===== config.mk =====
export PLATFORM = sky130hd
export DESIGN_NAME = regfile_write_arbiter
export DESIGN_NICKNAME = d
export VERILOG_FILES = /design/src/rtl/regfile_pkg.sv /design/src/rtl/regfile_write_arbiter_req_slot.sv /design/src/rtl/regfile_write_arbiter.sv
export SDC_FILE = /design/constraint.sdc
export NUM_CORES = 1
export LEC_CHECK = 0
export ABC_AREA = 1
export ABC_CLOCK_PERIOD_IN_PS = 1500
export CAP_MARGIN = 30
export CORE_MARGIN = 3
export CORE_UTILIZATION = 40
export CTS_CLUSTER_SIZE = 28
export DETAILED_ROUTE_END_ITERATION = 6
export GPL_TIMING_DRIVEN = 1
export PLACE_DENSITY = 0.78
export SETUP_SLACK_MARGIN = 0.05
export SLEW_MARGIN = 20
export SYNTH_ARGS = -nofsm -noshare
export SYNTH_HDL_FRONTEND = slang
export SYNTH_SLANG_ARGS = --single-unit

===== constraint.sdc =====
create_clock -name clk -period 1.5 [get_ports clk]
set_input_delay 0.3 -clock clk [delete_from_list [all_inputs] [get_ports clk]]
set_output_delay 0.3 -clock clk [all_outputs]
set_load 0.05 [all_outputs]

===== src/rtl/regfile_pkg.sv =====
// Shared definitions for the register-file write path: widths, grant encoding
// and the one-hot destination decode also used by the register file itself.
package regfile_pkg;

    localparam int DATA_W   = 16;
    localparam int ADDR_W   = 3;
    localparam int NUM_REGS = 8;

    typedef enum logic {
        GRANT_A = 1'b0,
        GRANT_B = 1'b1
    } grant_e;

    function automatic logic [NUM_REGS-1:0] decode(input logic [ADDR_W-1:0] idx);
        logic [NUM_REGS-1:0] onehot;
        onehot      = '0;
        onehot[idx] = 1'b1;
        return onehot;
    endfunction

endpackage


===== src/rtl/regfile_write_arbiter_req_slot.sv =====
// One-entry holding slot for a register-file write request; it can take a new
// request in the same cycle its current one is granted.
module req_slot
    import regfile_pkg::*;
#(
    parameter int SLOT_DATA_W = regfile_pkg::DATA_W,
    parameter int SLOT_ADDR_W = regfile_pkg::ADDR_W
) (
    input  logic                   clk,
    input  logic                   reset,
    input  logic                   valid,
    input  logic [SLOT_ADDR_W-1:0] dr,
    input  logic [SLOT_DATA_W-1:0] data,
    input  logic                   grant,
    output logic                   ready,
    output logic                   full,
    output logic [SLOT_ADDR_W-1:0] slot_dr,
    output logic [SLOT_DATA_W-1:0] slot_data
);

    logic                   full_q, full_d;
    logic [SLOT_ADDR_W-1:0] dr_q, dr_d;
    logic [SLOT_DATA_W-1:0] data_q, data_d;

    assign ready     = !full_q || grant;
    assign full      = full_q;
    assign slot_dr   = dr_q;
    assign slot_data = data_q;

    // A refill on the draining edge wins over the clear.
    always_comb begin
        full_d = full_q;
        dr_d   = dr_q;
        data_d = data_q;
        if (valid && ready) begin
            full_d = 1'b1;
            dr_d   = dr;
            data_d = data;
        end else if (grant) begin
            full_d = 1'b0;
        end
    end

    always_ff @(posedge clk) begin
        if (reset) begin
            full_q <= 1'b0;
            dr_q   <= '0;
            data_q <= '0;
        end else begin
            full_q <= full_d;
            dr_q   <= dr_d;
            data_q <= data_d;
        end
    end

endmodule


===== src/rtl/regfile_write_arbiter.sv =====
// Round-robin sharing of the register-file write port between the ALU (A) and
// memory-load (B) paths, with a mask of registers that still have writes in flight.
module regfile_write_arbiter
    import regfile_pkg::*;
#(
    parameter int DATA_W = regfile_pkg::DATA_W,
    parameter int ADDR_W = regfile_pkg::ADDR_W
) (
    input  logic                clk,
    input  logic                reset,
    input  logic                a_valid,
    input  logic [ADDR_W-1:0]   a_dr,
    input  logic [DATA_W-1:0]   a_data,
    output logic                a_ready,
    input  logic                b_valid,
    input  logic [ADDR_W-1:0]   b_dr,
    input  logic [DATA_W-1:0]   b_data,
    output logic                b_ready,
    output logic                regWE,
    output logic [ADDR_W-1:0]   DR,
    output logic [DATA_W-1:0]   Buss,
    output logic [NUM_REGS-1:0] pending
);

    logic              full_a, full_b;
    logic              grant_a, grant_b;
    logic [ADDR_W-1:0] a_slot_dr, b_slot_dr;
    logic [DATA_W-1:0] a_slot_data, b_slot_data;

    logic              regwe_q, regwe_d;
    logic [ADDR_W-1:0] dr_q, dr_d;
    logic [DATA_W-1:0] buss_q, buss_d;
    grant_e            last_grant_q, last_grant_d;

    req_slot #(
        .SLOT_DATA_W (DATA_W),
        .SLOT_ADDR_W (ADDR_W)
    ) u_slot_a (
        .clk       (clk),
        .reset     (reset),
        .valid     (a_valid),
        .dr        (a_dr),
        .data      (a_data),
        .grant     (grant_a),
        .ready     (a_ready),
        .full      (full_a),
        .slot_dr   (a_slot_dr),
        .slot_data (a_slot_data)
    );

    req_slot #(
        .SLOT_DATA_W (DATA_W),
        .SLOT_ADDR_W (ADDR_W)
    ) u_slot_b (
        .clk       (clk),
        .reset     (reset),
        .valid     (b_valid),
        .dr        (b_dr),
        .data      (b_data),
        .grant     (grant_b),
        .ready     (b_ready),
        .full      (full_b),
        .slot_dr   (b_slot_dr),
        .slot_data (b_slot_data)
    );

    // Under contention the slot that did not win last time is served.
    assign grant_a = full_a && (!full_b || (last_grant_q == GRANT_B));
    assign grant_b = full_b && (!full_a || (last_grant_q == GRANT_A));

    always_comb begin
        regwe_d      = grant_a || grant_b;
        dr_d         = dr_q;
        buss_d       = buss_q;
        last_grant_d = last_grant_q;
        if (grant_a) begin
            dr_d         = a_slot_dr;
            buss_d       = a_slot_data;
            last_grant_d = GRANT_A;
        end else if (grant_b) begin
            dr_d         = b_slot_dr;
            buss_d       = b_slot_data;
            last_grant_d = GRANT_B;
        end
    end

    always_ff @(posedge clk) begin
        if (reset) begin
            regwe_q      <= 1'b0;
            dr_q         <= '0;
            buss_q       <= '0;
            last_grant_q <= GRANT_B;
        end else begin
            regwe_q      <= regwe_d;
            dr_q         <= dr_d;
            buss_q       <= buss_d;
            last_grant_q <= last_grant_d;
        end
    end

    assign regWE = regwe_q;
    assign DR    = dr_q;
    assign Buss  = buss_q;

    // A register stays pending until the port cycle that writes it has passed.
    assign pending = (decode(a_slot_dr) & {NUM_REGS{full_a}})
                   | (decode(b_slot_dr) & {NUM_REGS{full_b}})
                   | (decode(dr_q)      & {NUM_REGS{regwe_q}});

endmodule


==> flow_metrics.py, run 1 <==
metrics = {
    "synth": {
        "synth.largest_area_cell": "dfxtp_1",
        "synth-main-ff-cell": "dfxtp_1",
        "synth_xor_area_frac": 0,
        "synth_compound_area_frac": 0.0421,
        "yosysWarningCount": 0,
        "synth_seq_cells": 61,
        "async_reset_ff_frac": 0,
        "synth_nets": 469,
        "ys_seq_area_frac": 0.411,
        "synthesis.area_um2": 2970,
        "synth-edff-count": 0,
        "ys_top_cells_by_count": "nand2_1 (120), nor2_1 (72), dfxtp_1 (61), nand3b_1 (54)",
        "postSynthCellCount": 427,
        "syn_avg_cell_area_um2": 6.95,
        "synthMuxAreaShare": 0,
        "synth_area_leaders": "dfxtp_1 (41%), nand2_1 (15%), nand3b_1 (14%)",
        "yosysTopAreaCellShare": 0.411,
        "synth_top_family_by_area": "simple AND/OR/NAND/NOR gates",
        "yosysMostFrequentCell": "nand2_1",
        "ys_types": 18,
        "synth_adder_area_share": 0,
        "synth-simple-area-share": 0.448,
    },
    "power": {
        "p_leak_nw": 2.17,
        "total_power_mw": 4.30,
        "ir_drop_uv": 639,
        "power_density_nw_per_um2": 922,
    },
    "worst_setup_path": {
        "path_cells": "nand2_2 > inv_2 > nand3_2 > o211ai_1 > clkbuf_16",
        "r2r_start": "u_slot_b.full$_SDFFE_PP0P_",
        "cp_top_family": "flip-flops",
        "cp.arrival_ns": 1.30,
        "reg2reg_to": "u_slot_b.slot_data[10]$_SDFFE_PP0P_",
        "critPathRequiredTime_ns": 1.20,
        "crit_type": "reg -> out",
        "crit_slowest_cell": "dfxtp_4",
        "critPathLaunchType": "flip-flop",
        "critPathMaxFanout": 5,
        "r2r_slack_ns": 0.14,
        "reg2regPathDepth": 7,
        "path_buf_inv": 2,
        "endpoint_kind": "output port",
        "cpPeakStageDelay_ns": 0.39,
    },
    "final_layout": {
        "fillers": 602,
        "instances_no_fill": 621,
        "multiInputGateArea_um2": 1590,
        "antenna_cells": 0,
        "finalNetCount": 562,
        "synthToLayoutAreaGrowth_pct": 57.2,
        "seq_area_um2": 1260,
        "drive_above_1_share": 0.251,
    },
    "grt": {
        "use_met1": 0.238,
        "use_met2": 0.341,
        "grt.busiest_layer": "met2",
        "overflow": 0,
        "antenna_found_initial": 0,
        "track_usage": 0.198,
        "grt_max_degree": 40,
        "grt_pass1_wl_mm": 13.4,
        "use_met3": 0.0336,
        "first_global_vias": 2982,
    },
    "timing": {
        "fin_ws_ns": -0.105,
        "finalHoldViolations": 0,
        "relSlewSlack": 0.769,
        "clock.fmax_mhz": 623,
        "rsz0062_at_grt": "true",
        "tightest_slew_ns": 0.346,
        "fin_worst_skew_ns": 0.00492,
        "period_share": 1.07,
        "fin_crit_ns": 1.60,
        "slew_viol_final": 0,
        "setup_violations": 10,
    },
    "routing": {
        "ant_nets": 0,
        "via_count": 3083,
        "viasPerCell": 4.96,
        "drt_pass1_iterations": 4,
        "dr.first_iter.drc_count": 148,
        "drt_drc_violations_left": 0,
        "wl_per_cell_um": 13.6,
        "wl_mm": 8.44,
    },
    "outcome": {
        "outcome": "finished, violations left",
        "violations": "negative setup slack",
    },
    "die": {
        "core_area_um2": 6980,
        "pin_count": 72,
        "fp.dieH_um": 92.2,
        "std_cell_rows": 30,
        "start_util": 0.425,
        "dieArea_um2": 8490,
        "dieWidth_um": 92.2,
    },
    "flow_run": {
        "maxCapViolations": 0,
    },
    "clock_network": {
        "htreeDepth": 3,
        "cts_root_buf": "clkbuf_8",
        "cts_made_buffers": 9,
        "cts_tree": "yes",
        "cts_buffer_depth": 2,
        "cts.sinks": 61,
        "clk_latency_ns": 0.33,
        "clkTransAtPathRegs_ns": 0.07,
        "hold_buffers": 0,
    },
    "worst_hold_path": {
        "hp-class": "reg -> reg",
        "whs_path_depth": 2,
        "hp-start": "u_slot_a.slot_data[4]$_SDFFE_PP0P_",
        "min_to": "u_slot_a.slot_data[4]$_SDFFE_PP0P_",
    },
    "placed_design": {
        "post-dp-hpwl_mm": 5.78,
        "gp_congestion": 0.887,
        "port_buffers": 71,
        "placed_cells": 586,
    },
}
## routing by layer
| metal | share of wire | up-vias |
|---|---|---|
| li1 | - | 1537 |
| met1 | 0.42 | 1428 |
| met3 | 0.059 | 20 |
| met2 | 0.50 | 98 |
| met4 | 0.021 | 0 |
| met5 | 0 | - |
## per-stage QoR
stage | TNS (ns) | area [µm²] | utilization | setup slack [ns] | hold WS (ns)
2_1_floorplan | -0.126 | 2990 | - | -0.126 | 0.443
6_report | -0.600 | 4670 | 0.668 | -0.105 | 0.470
5_1_grt | -1.09 | 4670 | 0.668 | -0.154 | 0.503
3_3_place_gp | -0.0228 | 4100 | 0.588 | -0.0169 | 0.454
3_5_place_dp | -1.14 | 4100 | 0.588 | -0.0727 | 0.464
4_1_cts | -0.514 | 4550 | 0.652 | -0.106 | 0.476
## flip-flops by register name, indices dropped and copies added, names as in the netlist
| signal | flops |
|---|---|
| DR | 3 |
| u_slot_a.slot_dr | 3 |
| Buss | 16 |
| u_slot_b.full | 1 |
| u_slot_a.full | 1 |
| last_grant_q | 1 |
| u_slot_b.slot_data | 16 |
| u_slot_a.slot_data | 16 |
| u_slot_b.slot_dr | 3 |
| regWE | 1 |
## report_power, final
part           total [mW]  internal [mW]  switching (mW)
Combinational        1.02          0.502           0.519
Clock                1.43          0.809           0.624
Sequential           1.85           1.74           0.111
Total                4.30           3.05            1.25
## how the worst max path moves through the flow
stage                                     start            endpoint  slack, ns  cells past startpoint
2_1_floorplan                DR[2]$_SDFFE_PP0P_          pending[7]      -0.13                      2
3_5_place_dp                              reset  DR[2]$_SDFFE_PP0P_      -0.07                      4
6_report             u_slot_a.full$_SDFFE_PP0P_          pending[7]      -0.10                      5
5_1_grt              u_slot_a.full$_SDFFE_PP0P_          pending[7]      -0.15                      5
3_3_place_gp                              reset  DR[2]$_SDFFE_PP0P_      -0.02                      4
4_1_cts        u_slot_a.slot_dr[0]$_SDFFE_PP0P_          pending[7]      -0.11                      5
## what timing repair did
action	4_1_cts	5_1_grt
gates resized for setup	45	17
endpoints found under the setup margin	11	22
buffers inserted	10	6
pin swaps	6	8
cloned	1	2
## layout make-up
type                    count  share of cell area
inverters                  33              0.0271
clock inverters             4             0.00992
well taps                  96              0.0257
repair buffers            108               0.294
flip-flops and latches     61               0.271
clock buffers              12              0.0311
multi-input cells         307               0.342
## cell usage in the layout (no fill, tap or decap), types with 3 or more instances in the layout
master,instances
dfxtp_2,3
nand2_1,111
dfxtp_4,10
nor2_4,5
nand2_2,10
a21oi_1,22
dfxtp_1,48
nor2_1,64
nor2_2,4
nand3_2,9
inv_1,27
clkdlybuf4s50_1,41
buf_12,31
inv_2,5
clkbuf_8,10
nand3b_1,54
nand3_1,22
buf_4,31
## cell families (layout without fill, tap and decap cells)
logic type | Yosys count | in the layout
flops | 61 | 61
compound gates | 24 | 24
simple gates | 282 | 283
buf+inv | 60 | 157
## worst register-to-register path, cell delays in order (launching register included)
cell     delay (ns)
dfxtp_2        0.33
buf_4          0.15
buf_6          0.13
nand3_4        0.10
nand2_1        0.09
inv_2          0.28
nor2_1         0.09
nor2_1         0.13
(Power assumes the default switching activity.)
==> run 2: changes to the inputs <==
Settings changed: CORE_UTILIZATION 40 to 49, PLACE_DENSITY 0.78 to 0.9.
==> flow_metrics.py, run 2 (synthesis results as in run 1) <==
metrics = {
    "timing": {
        "finalHoldViolations": 0,
        "tightest_slew_ns": 0.396,
        "setup_violations": 10,
        "fin_worst_skew_ns": 0.0113,
        "relSlewSlack": 0.735,
        "rsz0062_at_grt": "true",
        "clock.fmax_mhz": 599,
        "fin_crit_ns": 1.67,
        "setup_tns_ns": -0.968,
        "fin_ws_ns": -0.169,
        "period_share": 1.11,
        "slew_viol_final": 0,
    },
    "die": {
        "std_cell_rows": 27,
        "fp.dieH_um": 83.8,
        "dieArea_um2": 7030,
        "pin_count": 72,
        "core_area_um2": 5680,
        "start_util": 0.523,
        "dieWidth_um": 83.8,
    },
    "clock_network": {
        "htreeDepth": 3,
        "clkTransAtPathRegs_ns": 0.07,
        "hold_buffers": 0,
        "cts_tree": "yes",
        "clk_latency_ns": 0.35,
        "cts_buffer_depth": 2,
        "cts_root_buf": "clkbuf_8",
        "cts_made_buffers": 9,
        "cts.sinks": 61,
    },
    "worst_setup_path": {
        "crit_type": "reg -> out",
        "critPathLaunchType": "flip-flop",
        "critPathMaxFanout": 6,
        "endpoint_kind": "output port",
        "reg2regPathDepth": 8,
        "cp.arrival_ns": 1.37,
        "critPathRequiredTime_ns": 1.20,
    },
    "placed_design": {
        "port_buffers": 71,
        "post-dp-hpwl_mm": 5.78,
        "place_ws_ns": -0.126,
        "gp_congestion": 0.895,
        "dpl_cell_area_um2": 4030,
    },
    "routing": {
        "wl_mm": 10.7,
        "wl_per_cell_um": 18.2,
        "drt_pass1_iterations": 5,
        "drt_drc_violations_left": 0,
        "ant_nets": 0,
        "via_count": 3409,
        "dr.first_iter.drc_count": 514,
        "viasPerCell": 5.81,
    },
    "outcome": {
        "outcome": "finished, violations left",
        "violations": "negative setup slack",
    },
    "grt": {
        "antenna_found_initial": 0,
        "grt_max_degree": 40,
        "overflow": 0,
        "track_usage": 0.264,
        "grt_pass1_wl_mm": 14.8,
        "first_global_vias": 3103,
    },
    "worst_hold_path": {
        "whs_path_depth": 2,
        "hp-class": "reg -> reg",
    },
    "power": {
        "total_power_mw": 4.40,
        "p_leak_nw": 2.10,
        "ir_drop_uv": 716,
        "power_density_nw_per_um2": 963,
    },
    "flow_run": {
        "maxCapViolations": 0,
    },
    "final_layout": {
        "fin_area_um2": 4580,
        "layout_commonest_cell": "nand2_1",
        "mostFrequentLayoutCells": "nand2_1 (107), nor2_1 (60), nand3b_1 (54), dfxtp_1 (49), clkdlybuf4s50_1 (41)",
        "drive_above_1_share": 0.249,
        "finalNetCount": 552,
        "synthToLayoutAreaGrowth_pct": 54.1,
        "antenna_cells": 0,
    },
}
-- run 2: cell types whose count changed in the layout (fill, tap and decap cells not counted), sizes merged --
cell    before  now
bufbuf       1    0
clkbuf      14   16
inv         34   33
buf         64   55
clkinv       2    1
-- run 2: final cells by class --
cell class	count	area (µm²)
multi-input cells	307	1630
flip-flops and latches	61	1270
repair buffers	97	1260
fillers	308	1100
clock buffers	15	156
inverters	33	139
well taps	72	90.1
clock inverters	1	30.0
repair inverters	1	6.26
-- run 2: per-layer routing --
layer / share of wire / global-route usage / vias up
met3: 0.089 / 0.0652 / 46
met1: 0.37 / 0.297 / 1595
met2: 0.50 / 0.441 / 248
met4: 0.045 / 0.175 / 0
met5: 0 / 0 / -
li1: - / - / 1520
-- run 2: critical path, cell delays in order (launching register included) --
cell and delay, ns:
dfxtp_4 0.40, inv_1 0.09, nor2_1 0.17, nand2_1 0.11, nand3_2 0.11, buf_12 0.14
-- run 2: stage by stage --
| step | util | std cells | hold slack (ns) |
|---|---|---|---|
| after floorplan | - | 427 | 0.443 |
| after global placement | 0.710 | 558 | 0.452 |
| after detailed placement | 0.710 | 558 | 0.462 |
| after CTS | 0.777 | 581 | 0.478 |
| after global routing | 0.806 | 587 | 0.508 |
| final | 0.806 | 587 | 0.488 |
-- run 2: repair_timing --
action,in CTS,in global routing
gates cloned,0,2
resized for setup,45,41
pin swaps,5,10
setup buffers,7,4
endpoints found under the setup margin,10,29
-- run 2: worst paths after layout --
| kind | start | to | slack (ns) |
|---|---|---|---|
| worst min register to register | u_slot_b.slot_data[2]$_SDFFE_PP0P_ | u_slot_b.slot_data[2]$_SDFFE_PP0P_ | 0.49 |
| worst min-delay path | u_slot_b.slot_data[2]$_SDFFE_PP0P_ | u_slot_b.slot_data[2]$_SDFFE_PP0P_ | 0.49 |
| worst max register to register | u_slot_a.full$_SDFFE_PP0P_ | u_slot_b.slot_data[15]$_SDFFE_PP0P_ | 0.03 |
| worst max-delay path | u_slot_a.slot_dr[2]$_SDFFE_PP0P_ | pending[4] | -0.17 |
-- run 2: report_power, final --
| part | switching (mW) | internal (mW) |
|---|---|---|
| Combinational | 0.573 | 0.498 |
| Clock | 0.646 | 0.818 |
| Sequential | 0.135 | 1.73 |
| Total | 1.35 | 3.05 |
